<file path="config.mk">
export PLATFORM = sky130hd
export DESIGN_NAME = ref_sequencer
export DESIGN_NICKNAME = d
export VERILOG_FILES = /design/src/rtl/ref_seq_pkg.sv /design/src/rtl/sel_debounce.sv /design/src/rtl/ref_sequencer.sv
export SDC_FILE = /design/constraint.sdc
export NUM_CORES = 1
export LEC_CHECK = 0
export CELL_PAD_IN_SITES_DETAIL_PLACEMENT = 2
export CELL_PAD_IN_SITES_GLOBAL_PLACEMENT = 2
export CORE_ASPECT_RATIO = 0.9
export CORE_MARGIN = 10
export CORE_UTILIZATION = 39
export DETAILED_ROUTE_END_ITERATION = 10
export PLACE_DENSITY_LB_ADDON = 0.1
export SKIP_LAST_GASP = 1
export SLEW_MARGIN = 20
export SYNTH_ARGS = -nofsm -noshare
export SYNTH_HDL_FRONTEND = slang
export SYNTH_SLANG_ARGS = --single-unit
export TNS_END_PERCENT = 1
</file>
<file path="constraint.sdc">
create_clock -name CLK_G -period 14.2 [get_ports CLK_G]
set_clock_uncertainty 0.1 [all_clocks]
set_input_delay 2.84 -clock CLK_G [delete_from_list [all_inputs] [get_ports CLK_G]]
set_output_delay 2.84 -clock CLK_G [all_outputs]
set_load 0.02 [all_outputs]
</file>
<file path="src/rtl/ref_seq_pkg.sv">
// Shared types and constants for the servo reference sequencer.
package ref_seq_pkg;

    typedef enum logic [1:0] {
        FETCH = 2'd0,
        RAMP  = 2'd1,
        HOLD  = 2'd2
    } seq_state_e;

    localparam int SEL_W         = 4;
    localparam int CANT_BITS_DEF = 16;

endpackage

</file>
<file path="src/rtl/sel_debounce.sv">
// Debounces the setpoint selection: a new value must stay stable for DEB_CYCLES
// enabled cycles before it is accepted, which emits a one-cycle new_sel pulse.
module sel_debounce
    import ref_seq_pkg::*;
#(
    parameter int DEB_CYCLES = 50000,
    parameter int DEB_W      = 16
) (
    input  logic             clk_i,
    input  logic             rst_ni,
    input  logic             en_i,
    input  logic [SEL_W-1:0] sel_i,
    output logic [SEL_W-1:0] stable_o,
    output logic             new_sel_o
);

    localparam logic [DEB_W-1:0] CNT_MAX = DEB_W'(DEB_CYCLES - 1);

    logic [SEL_W-1:0] cand_q, cand_d;
    logic [SEL_W-1:0] stable_q, stable_d;
    logic [DEB_W-1:0] cnt_q, cnt_d;
    logic             new_sel;

    always_comb begin
        cand_d   = cand_q;
        cnt_d    = cnt_q;
        stable_d = stable_q;
        // Once cand is promoted it equals stable, so the pulse lasts one cycle.
        new_sel  = en_i && (cnt_q == CNT_MAX) && (cand_q != stable_q);
        if (en_i) begin
            if (sel_i != cand_q) begin
                cand_d = sel_i;
                cnt_d  = '0;
            end else if (cnt_q != CNT_MAX) begin
                cnt_d = cnt_q + 1'b1;
            end
        end
        if (new_sel) begin
            stable_d = cand_q;
        end
    end

    always_ff @(posedge clk_i or negedge rst_ni) begin
        if (!rst_ni) begin
            cand_q   <= '0;
            cnt_q    <= '0;
            stable_q <= '0;
        end else begin
            cand_q   <= cand_d;
            cnt_q    <= cnt_d;
            stable_q <= stable_d;
        end
    end

    assign stable_o  = stable_q;
    assign new_sel_o = new_sel;

endmodule

</file>
<file path="src/rtl/ref_sequencer.sv">
// Servo reference sequencer: fetches the accepted setpoint constant and slews the
// reference toward it by at most STEP per sample request from the control loop.
module ref_sequencer
    import ref_seq_pkg::*;
#(
    parameter int cant_bits  = CANT_BITS_DEF,
    parameter int STEP       = 64,
    parameter int DEB_CYCLES = 50000,
    parameter int DEB_W      = 16
) (
    input  logic                        CLK_G,
    input  logic                        reset_G,
    input  logic                        En,
    input  logic [SEL_W-1:0]            sel,
    input  logic signed [cant_bits-1:0] const_in,
    input  logic                        sample_req,
    output logic [SEL_W-1:0]            const_addr,
    output logic signed [cant_bits-1:0] ref_out,
    output logic                        ref_valid,
    output logic                        busy,
    output logic [SEL_W-1:0]            disp_st
);

    logic             new_sel;
    logic [SEL_W-1:0] stable;

    sel_debounce #(
        .DEB_CYCLES (DEB_CYCLES),
        .DEB_W      (DEB_W)
    ) u_sel_debounce (
        .clk_i     (CLK_G),
        .rst_ni    (reset_G),
        .en_i      (En),
        .sel_i     (sel),
        .stable_o  (stable),
        .new_sel_o (new_sel)
    );

    // Difference is taken one bit wider so full-scale swings cannot wrap; the
    // final partial step lands exactly on the target, never past it.
    function automatic logic signed [cant_bits-1:0] slew_next(
        input logic signed [cant_bits-1:0] cur,
        input logic signed [cant_bits-1:0] tgt
    );
        logic signed [cant_bits:0] diff;
        logic signed [cant_bits:0] mag;
        logic signed [cant_bits:0] step_x;
        step_x = (cant_bits+1)'(STEP);
        diff   = {tgt[cant_bits-1], tgt} - {cur[cant_bits-1], cur};
        mag    = diff[cant_bits] ? -diff : diff;
        if (mag <= step_x)        return tgt;
        else if (!diff[cant_bits]) return cur + cant_bits'(STEP);
        else                       return cur - cant_bits'(STEP);
    endfunction

    seq_state_e                  state_q, state_d;
    logic signed [cant_bits-1:0] target_q, target_d;
    logic signed [cant_bits-1:0] ref_q, ref_d;
    logic signed [cant_bits-1:0] stepped;
    logic                        ref_valid_q;
    logic                        busy_q;

    always_comb begin
        state_d  = state_q;
        target_d = target_q;
        ref_d    = ref_q;
        stepped  = slew_next(ref_q, target_q);
        case (state_q)
            FETCH: begin
                target_d = const_in;
                state_d  = (const_in == ref_q) ? HOLD : RAMP;
            end
            RAMP: begin
                if (sample_req) begin
                    ref_d = stepped;
                    if (stepped == target_q) state_d = HOLD;
                end
            end
            HOLD: ;
            default: state_d = FETCH;
        endcase
        // A newly accepted selection wins over the step's next state; the step
        // itself still applies and the ramp retargets from wherever it is.
        if (new_sel) state_d = FETCH;
    end

    always_ff @(posedge CLK_G or negedge reset_G) begin
        if (!reset_G) begin
            state_q     <= FETCH;
            target_q    <= '0;
            ref_q       <= '0;
            ref_valid_q <= 1'b0;
            busy_q      <= 1'b1;
        end else begin
            state_q     <= state_d;
            target_q    <= target_d;
            ref_q       <= ref_d;
            ref_valid_q <= sample_req;
            busy_q      <= (state_d != HOLD);
        end
    end

    assign const_addr = stable;
    assign disp_st    = stable;
    assign ref_out    = ref_q;
    assign ref_valid  = ref_valid_q;
    assign busy       = busy_q;

endmodule
</file>
# ---- Word-level counts from Yosys, hierarchy flattened
# Cells that the tools add are included.
# Widths: inputs -> output; s select.
dict set report classes {
  magnitude_cmp 1
  addsub 5
  n_eq_ne 9
  n_reduce_logical 7
  n_mux 10
}
# operator count
set op_table {}
lappend op_table {{$mux 16} 4}
lappend op_table {{$eq 16x16->1} 2}
lappend op_table {{$le 17x8->1 const B} 1}
lappend op_table {{$mux 17} 1}
lappend op_table {{$neg 17->17} 1}
lappend op_table {{$sub 16x16->17} 1}
lappend op_table {{$add 16x1->16 const B} 1}
lappend op_table {{$add 16x8->16 const B} 1}
lappend op_table {{$eq 16x16->1 const B} 1}
lappend op_table {{$ne 16x16->1 const B} 1}
lappend op_table {{$sub 16x8->16 const B} 1}
lappend op_table {{$mux 2} 4}
lappend op_table {{$ne 4x4->1} 2}
lappend op_table {{$pmux 2 s3} 1}
lappend op_table {{$reduce_and 2->1} 3}
lappend op_table {{$eq 2x1->1 const B} 1}
lappend op_table {{$eq 2x2->1 const B} 1}
lappend op_table {{$logic_and 1x1->1} 2}
lappend op_table {{$logic_not 2->1} 1}
lappend op_table {{$ne 2x2->1 const B} 1}
lappend op_table {{$reduce_bool 2->1} 1}
dict set report word_totals {
  reg_bits 60
  inputBits 24
  out_inout_bits 26
  word_cells 40
}

# ---- Depth between registers and ports, before layout
# Gate-level depths: netlist (run 1).
dict set report logic_depth {
  depth_word 11
  depth_mapped 21
  ltp_nobuf 21
}

# ---- By module
# From an unflattened synthesis (run 1), not the netlist that was laid out.
dict set report hier_totals {
  hier_cells 579
  hier_area_um2 5312.6
}
# module seq_area_each_um2 instances cells_each area_each_um2
set modules_own_cells {}
lappend modules_own_cells {ref_sequencer 902.1 1 435 3861.2}
lappend modules_own_cells {sel_debounce 600.6 1 144 1451.4}

# ---- Worst setup path before layout (run 1)
# Ideal clock, no wire load.
dict set report synth_timing {
  path_type {register to register}
  start {reg ref_q[0], in the netlist ref_out[0]}
  end {reg state_q[0]}
  required_time_ps 13957
  arrival_time_ps 4672
  path_stages_with_launch 21
  path_slack_ps 9285
  path_buffers 1
  period_less_slack_ps 4915
  setup_time_ps 143
  path_cell_list {dfrtp_1 ha_1 inv_1 fa_1 a211oi_4 o41ai_2 a221oi_2 o221a_2 buf_2 ha_1 a21o_1 a21oi_1 o21ai_0 a2111oi_0 nor3_1 a31oi_1 xnor2_1 xnor2_1 nand4_1 a21oi_1 a2111oi_2}
}
dict set report synth_between {
  elab_chain_cells 10
  word_cells_on_any_way 15
  classes_between {add/sub: 4; order compare: 1; eq/ne: 2; mux: 8}
}
# item line_no
set synth_lines {}
lappend synth_lines {{start, declared} ref_sequencer.sv:58} ;# logic signed [cant_bits-1:0] ref_q, ref_d;
lappend synth_lines {{start signal, assigned} ref_sequencer.sv:97} ;# ref_q <= ref_d;
lappend synth_lines {{$sub 16x16->17} ref_sequencer.sv:49} ;# diff = {tgt[cant_bits-1], tgt} - {cur[cant_bits-1], cur};
lappend synth_lines {{$neg 17->17} ref_sequencer.sv:50} ;# mag = diff[cant_bits] ? -diff : diff;
lappend synth_lines {{$mux 17} ref_sequencer.sv:50}
lappend synth_lines {{$le 17x8->1} ref_sequencer.sv:51} ;# if (mag <= step_x) return tgt;
lappend synth_lines {{$mux 16} ref_sequencer.sv:51}
lappend synth_lines {{$eq 16x16->1} ref_sequencer.sv:76} ;# if (stepped == target_q) state_d = HOLD;
lappend synth_lines {{$mux 2} ref_sequencer.sv:76}
lappend synth_lines {{$mux 2} ref_sequencer.sv:74} ;# if (sample_req) begin
lappend synth_lines {{$pmux 2 s3 *} ref_sequencer.sv:68} ;# case (state_q)
lappend synth_lines {{$mux 2 *} ref_sequencer.sv:84} ;# if (new_sel) state_d = FETCH;
lappend synth_lines {{net state_d[0]} ref_sequencer.sv:56} ;# seq_state_e state_q, state_d;
lappend synth_lines {{end signal, assigned} ref_sequencer.sv:95} ;# state_q <= state_d;
lappend synth_lines {{end, declared} ref_sequencer.sv:56}
# Mark *: on every way through the listed nets, which the timed path passes. The rest lies on a longest branch.
# A chain may end at the register's enable or synchronous reset.

# ---- Worst setup path after layout (run 1)
dict set report layout_timing {
  start {reg target_q[0]}
  end {reg state_q[1]}
}
dict set report layout_between {
  elab_chain_cells 10
  word_cells_on_any_way 11
  classes_between {add/sub: 2; order compare: 1; eq/ne: 1; mux: 7}
}
# item line_no
set layout_lines {}
lappend layout_lines {{start, declared} ref_sequencer.sv:57} ;# logic signed [cant_bits-1:0] target_q, target_d;
lappend layout_lines {{start signal, assigned} ref_sequencer.sv:96} ;# target_q <= target_d;
lappend layout_lines {{$sub 16x16->17} ref_sequencer.sv:49}
lappend layout_lines {{$neg 17->17} ref_sequencer.sv:50}
lappend layout_lines {{$mux 17} ref_sequencer.sv:50}
lappend layout_lines {{$le 17x8->1} ref_sequencer.sv:51}
lappend layout_lines {{$mux 16} ref_sequencer.sv:51}
lappend layout_lines {{$eq 16x16->1 *} ref_sequencer.sv:76}
lappend layout_lines {{$mux 2 *} ref_sequencer.sv:76}
lappend layout_lines {{$mux 2 *} ref_sequencer.sv:74}
lappend layout_lines {{$pmux 2 s3 *} ref_sequencer.sv:68}
lappend layout_lines {{$mux 2 *} ref_sequencer.sv:84}
lappend layout_lines {{net state_d[1]} ref_sequencer.sv:56}
# Marks and branches as above.

==> summary.md, run 1 <==
| Metric | Value |
|---|---|
| Outcome | `finished clean` |
| Mapped cell area | `5100 sq um` |
| TritonCTS clock tree | `built` |
| Clock tree buffer depth | `2` |
| Hold_buf cts | `0` |
| Root Driver | `clkbuf_16` |
| Final setup vio count | `0` |
| DRT antenna net count | `0` |
| Cells after Synth | `566` |
| Measured slew at the worst slew-check pin | `829 ps` |
| Vias per std cell | `5.90` |
| RSZ-0062 raised after global routing | `false` |
| Die span in x | `141 um` |
| Core ar. | `12700 sq um` |
| Maximum fanout along the worst path | `18` |
| Congestion Overflow GR | `0` |
| Peak supply drop | `68.0 uV` |
| Initial antenna violation count | `0` |
| Final Max Slew Viols | `0` |
| Most common library cells after synthesis | `dfrtp_1, nor2_1, xnor2_1, inv_1, a21oi_1` |
| Worst setup EP type | `flip-flop` |
| WL/cell | `22.7 um` |
| TritonCTS Buffers | `9` |
| Async set-or-reset flop fraction in the synthesized netlist | `100%` |
| Worst endpoint required time | `14370 ps` |
| DP Wirelength | `12.9 mm` |
| Post-synth EDFFs | `0` |
| Num rows | `39` |
| Final TNS setup | `0 ps` |
| Fraction of the cycle the final worst path needs | `43.0%` |
| Area grow syn2layout | `16.4%` |
| Final-layout fill cell count | `1375` |
| Proportion of layout cells with a drive suffix above 1 | `12.4%` |
| Synth unique cells | `84` |
| Number of max-cap violations | `0` |
| Port bufs | `49` |
| Crit path buffers/inverters | `2` |
| DRC viols | `0` |
| Initial Utilization | `40.1%` |
| Via count | `4538` |
| First-pass GRT wire length | `28.3 mm` |
| Critical Path AT | `6280 ps` |
| Multi-input gate area | `3300 sq um` |
| Worst path cell trace | `inv_1 -> ha_1 -> inv_1 -> fa_1 -> a211oi_4 -> o41ai_2 -> a221oi_2 -> o221a_2 -> ha_1 -> a21o_1 -> a21oi_1 -> o21ai_0 -> a2111oi_0 -> nor3_1 -> a31oi_1 -> xnor2_1 -> xnor2_1 -> nand4_1 -> a21oi_1 -> o22a_1` |
| H-tree levels | `3` |
| Worst-path clk slew | `50 ps` |
| Pin count of the biggest net entering global routing | `61` |
| Post CTS Setup Buffer Count | `0` |
| Top_reg_cell synth | `dfrtp_1` |
| Leakage power | `2.60 nW` |
| Post-synthesis sequential area ratio | `29.4%` |
| Hold_ws | `421 ps` |
| Top cell type's share of synthesized area | `28.9%` |
| Area contributors post-synth | `dfrtp_1, xnor2_1, ha_1` |
| Drt first pass iters | `4` |
| Net count after synthesis | `617` |
| # nets final | `651` |
| Power per Cell Area | `181 nW/um^2` |
| Vias in the first global route | `4960` |
| Die ar. | `18100 sq um` |
| Peak Freq | `0.164 GHz` |
| Leading area contributor after synthesis | `dfrtp_1` |
| Worst hold path type | `reg2reg` |
| Most frequent cell after synthesis | `dfrtp_1` |
| DR iter-0 viols | `231` |
| Syn avg cell area | `9.02 sq um` |
| Top delay family on crit path | `compound AO/OA/AOI/OAI gates` |
| Critical path's slowest cell | `o221a_2` |
| Clock sinks | `60` |
| Total track usage | `19.3%` |
| Yosys reg bits | `60` |
| RePlAce Congestion | `0.818` |
| Largest stage delay, worst path | `610 ps` |
| Synthesis Warnings | `0` |
| Drt total wl | `17.4 mm` |
| Antenna cells | `0` |
| Critical path type | `reg2reg` |
| Sequential cell area | `1500 sq um` |
| CTS resizes | `0` |
| Endpoints failing hold | `0` |
| Die height | `129 um` |
| Ports | `50` |
| Slew HR | `44.7%` |
| Tmin final | `6110 ps` |
| Worst-skew pair later-pin latency | `330 ps` |
| Crit start category | `flip-flop` |
==> flip-flops by register name, indices dropped and copies added (netlist names) <==
register,count
ref_out,16
target_q,16
u_sel_debounce.cnt_q,16
u_sel_debounce.cand_q,4
u_sel_debounce.stable_o,4
state_q,2
busy,1
ref_valid,1
==> layout make-up <==
class,instances,area share [%]
Multi-Input combinational cell,443,55.5
Sequential cell,60,25.3
Timing Repair Buffer,52,8.55
Clock buffer,10,4.02
Tap cell,164,3.45
Inverter,34,2.15
Clock inverter,6,1.07
==> cells in the final DEF (no fill, tap or decap), types with 6 or more instances in the layout <==
master	instances
dfrtp_1	59
clkdlybuf4s50_1	48
nor2_1	43
xnor2_1	43
inv_1	32
a21oi_1	31
nand2_1	29
o21ai_0	26
mux2_2	25
ha_1	25
xor2_1	22
nand3_1	21
nor3_1	13
nand4_1	13
mux2i_1	12
o211ai_1	9
or3_1	9
and3_1	9
clkbuf_16	9
nor4_1	7
o21ai_1	6
==> worst register-to-register path: cells and delay by family, from the launching register on <==
kind / cells / cell delay (ps)
AND/OR/NAND/NOR: 2 / 380
XOR/XNOR: 2 / 380
buffers and inverters: 2 / 220
AO/OA/AOI/OAI: 11 / 3460
adder cells (fa/ha/maj): 3 / 1120
flip-flops: 1 / 400
==> path summary, 6_finish.rpt <==
path	from	to	slack, ps	depth (start not counted)
setup / recovery	target_q[0]	state_q[1]	8090	20
hold / removal	state_q[1]	state_q[0]	420	1
setup reg to reg	target_q[0]	state_q[1]	8090	20
hold reg to reg	state_q[1]	state_q[0]	420	1
max in group asynchronous	reset_G	ref_out[15]	10860	2
min in group asynchronous	reset_G	target_q[12]	2560	2
==> per-layer routing <==
metal	GRT usage [%]	wire length, um	up-vias
met5	0	0	-
met4	4.55	235	0
met3	4.71	825	17
met2	31.5	8310	81
met1	25.3	8070	2309
li1	-	-	2131
==> metrics by stage <==
stage / utilization [%] / power, mW / setup WS [ps] / cells / instance area, sq um
after floorplan: - / 0.661 / 9290 / 566 / 5100
after global placement: 44.3 / 0.808 / 8600 / 753 / 5640
after detailed placement: 44.3 / 0.836 / 8460 / 753 / 5640
after CTS: 46.7 / 1.08 / 8070 / 769 / 5940
after global routing: 46.7 / 1.16 / 7690 / 769 / 5940
final: 46.7 / 1.07 / 8090 / 769 / 5940
==> report_power, final <==
| part | leakage, nW | total, mW | internal (mW) | switching [mW] |
|---|---|---|---|---|
| logic | 1.70 | 0.617 | 0.251 | 0.366 |
| clock network | 0.144 | 0.225 | 0.140 | 0.0844 |
| registers | 0.761 | 0.231 | 0.193 | 0.0376 |
==> cells by family (layout without fill, tap and decap cells) <==
logic type	after synthesis	after routing	synth area share, %
and+or+nand+nor	180	180	18.6
muxes	38	38	8.09
buffers and inverters	63	102	5.98
adders and majority gates	27	27	6.91
xor gates and xnor gates	65	65	11.2
AOI/OAI and AO/OA	133	133	19.8
DFF	60	60	29.4
No activity file was read; power rests on OpenSTA's default activity.
==> run 2: changes to the inputs <==
- CORE_UTILIZATION: 39 -> 33
- clock period: 14.2 -> 5.16 ns (I/O delays scaled with it)
==> run 2 against run 1 <==
  * Clock power grew to 2.7 times the previous value
  * Global-route usage shrank 2.4 points
  * Die area grew 15%
==> summary.md, run 2 (same netlist as run 1, synthesis figures left out) <==
| Metric | Value |
|---|---|
| TritonCTS clock tree | `built` |
| Worst-path clk slew | `60 ps` |
| Worst hold path type | `reg2reg` |
| Peak supply drop | `189 uV` |
| TritonCTS Buffers | `9` |
| Top delay family on crit path | `compound AO/OA/AOI/OAI gates` |
| Final Util | `40.3%` |
| Vias per std cell | `5.55` |
| Port bufs | `49` |
| Tmin final | `4880 ps` |
| Finished Cell Area | `6150 sq um` |
| Number of max-cap violations | `0` |
| M3 GR Usage | `4.11%` |
| # nets final | `665` |
| DRT antenna net count | `0` |
| Antenna cells | `0` |
| Proportion of layout cells with a drive suffix above 1 | `16.3%` |
| Fraction of the cycle the final worst path needs | `94.7%` |
| Critical Path AT | `4970 ps` |
| Clock tree buffer depth | `2` |
| Worst setup EP type | `flip-flop` |
| Pin count of the biggest net entering global routing | `42` |
| Via count | `4559` |
| Num rows | `43` |
| Final Power | `3.05 mW` |
| Drt first pass iters | `4` |
| Area grow syn2layout | `20.6%` |
| WP depth | `21` |
| DR iter-0 viols | `204` |
| Largest stage delay, worst path | `550 ps` |
| Vias in the first global route | `4923` |
| Crit path buffers/inverters | `3` |
| Worst hold endpoint | `state_q[0]` |
| GR Layer Usage met2 | `26.6%` |
| Worst-skew pair later-pin latency | `340 ps` |
| R2r setup slk | `280 ps` |
| Peak Freq | `0.205 GHz` |
| H-tree levels | `3` |
| Critical path type | `reg2reg` |
| DRC viols | `0` |
| Reg2reg end | `state_q[0]` |
| Die ar. | `20800 sq um` |
| Commonest non-fill, non-tap cells in the layout | `dfrtp_1, clkdlybuf4s50_1, nor2_1, xnor2_1, inv_1` |
| Initial Utilization | `33.4%` |
| Leakage power | `2.71 nW` |
| Power per Cell Area | `496 nW/um^2` |
| Hold_buf cts | `0` |
| Hold Path Depth | `1` |
| GRT busiest layer | `met2` |
| Total track usage | `16.9%` |
| First-pass GRT wire length | `28.0 mm` |
| Measured slew at the worst slew-check pin | `751 ps` |
| Die span in x | `151 um` |
| Endpoints failing hold | `0` |
| Drt total wl | `17.4 mm` |
| Hold path startpoint | `state_q[1]` |
| Maximum fanout along the worst path | `8` |
| Final setup vio count | `0` |
| Die height | `138 um` |
| Clock sinks | `60` |
| Crit start category | `flip-flop` |
| Core ar. | `15300 sq um` |
| Slew HR | `49.6%` |
| Worst endpoint required time | `5250 ps` |
| Ports | `50` |
| RePlAce Congestion | `0.804` |
| Root Driver | `clkbuf_16` |
| R2R Path Start | `target_q[0]` |
| Outcome | `finished clean` |
| Dpl cell area | `5780 sq um` |
| Final-layout fill cell count | `1697` |
| DP Wirelength | `13.2 mm` |
| Commonest non-fill, non-tap cell in the layout | `dfrtp_1` |
| GRT met1 Usage | `23.3%` |
| Critical path's slowest cell | `or4_4` |
| Initial antenna violation count | `0` |
| Congestion Overflow GR | `0` |
| Final Max Slew Viols | `0` |
| Worst path cell trace | `inv_1 -> ha_2 -> inv_1 -> fa_2 -> a211oi_4 -> o41ai_4 -> a221oi_2 -> o221a_2 -> buf_6 -> ha_1 -> nor2b_2 -> o21ai_2 -> nand2_1 -> nor2_1 -> nor2_1 -> xor2_1 -> or4_4 -> nor4_2 -> nand4_1 -> a21oi_2 -> a2111oi_2` |
| WL/cell | `21.1 um` |
| R2R cell count | `21` |
==> run 2: worst max-delay path by stage <==
| stage | startpoint | end | slack (ps) |
|---|---|---|---|
| finish | target_q[0] | state_q[0] | 280 |
| global route | target_q[0] | state_q[0] | -70 |
| CTS | target_q[0] | state_q[0] | 1 |
| detailed placement | target_q[0] | state_q[0] | 60 |
| global placement | target_q[0] | state_q[1] | 300 |
| floorplan | ref_out[0] | state_q[0] | 250 |
==> run 2: routing by layer <==
metal  routed length [um]  part of all wire [%]
met1                 8460                    49
met2                 8040                    46
met3                  760                   4.4
met4                   90                  0.52
met5                    0                     0
==> run 2: repair_timing <==
item / CTS / global route
pin swaps: 0 / 8
endpoints found under the hold margin: 0 / 0
setup endpoints to repair: 3 / 3
buffers inserted: 0 / 1
gates resized for setup: 1 / 18
==> run 2: layout make-up <==
class / instances / area (sq um) / share of cell area, %
inverter: 34 / 128 / 2.07
multi-input combinational: 443 / 3350 / 54.5
sequential: 60 / 1500 / 24.4
clock buffer: 10 / 239 / 3.88
tap: 202 / 253 / 4.11
timing repair buffer: 66 / 617 / 10.0
clock inverter: 6 / 63.8 / 1.04
==> run 2: stage by stage <==
stage | setup TNS, ps | hold slack, ps | setup WS [ps] | instances
5_1_grt | -125 | 462 | -69.4 | 821
3_3_place_gp | 0 | 388 | 303 | 804
6_report | 0 | 425 | 276 | 821
2_1_floorplan | 0 | 368 | 245 | 566
3_5_place_dp | 0 | 422 | 64.5 | 804
4_1_cts | 0 | 431 | 1.33 | 820
==> run 2: report_power, final <==
group / leakage, nW / switching [mW] / internal, mW
Sequential: 0.761 / 0.0896 / 0.532
Clock: 0.144 / 0.227 / 0.386
Combinational: 1.80 / 1.07 / 0.754
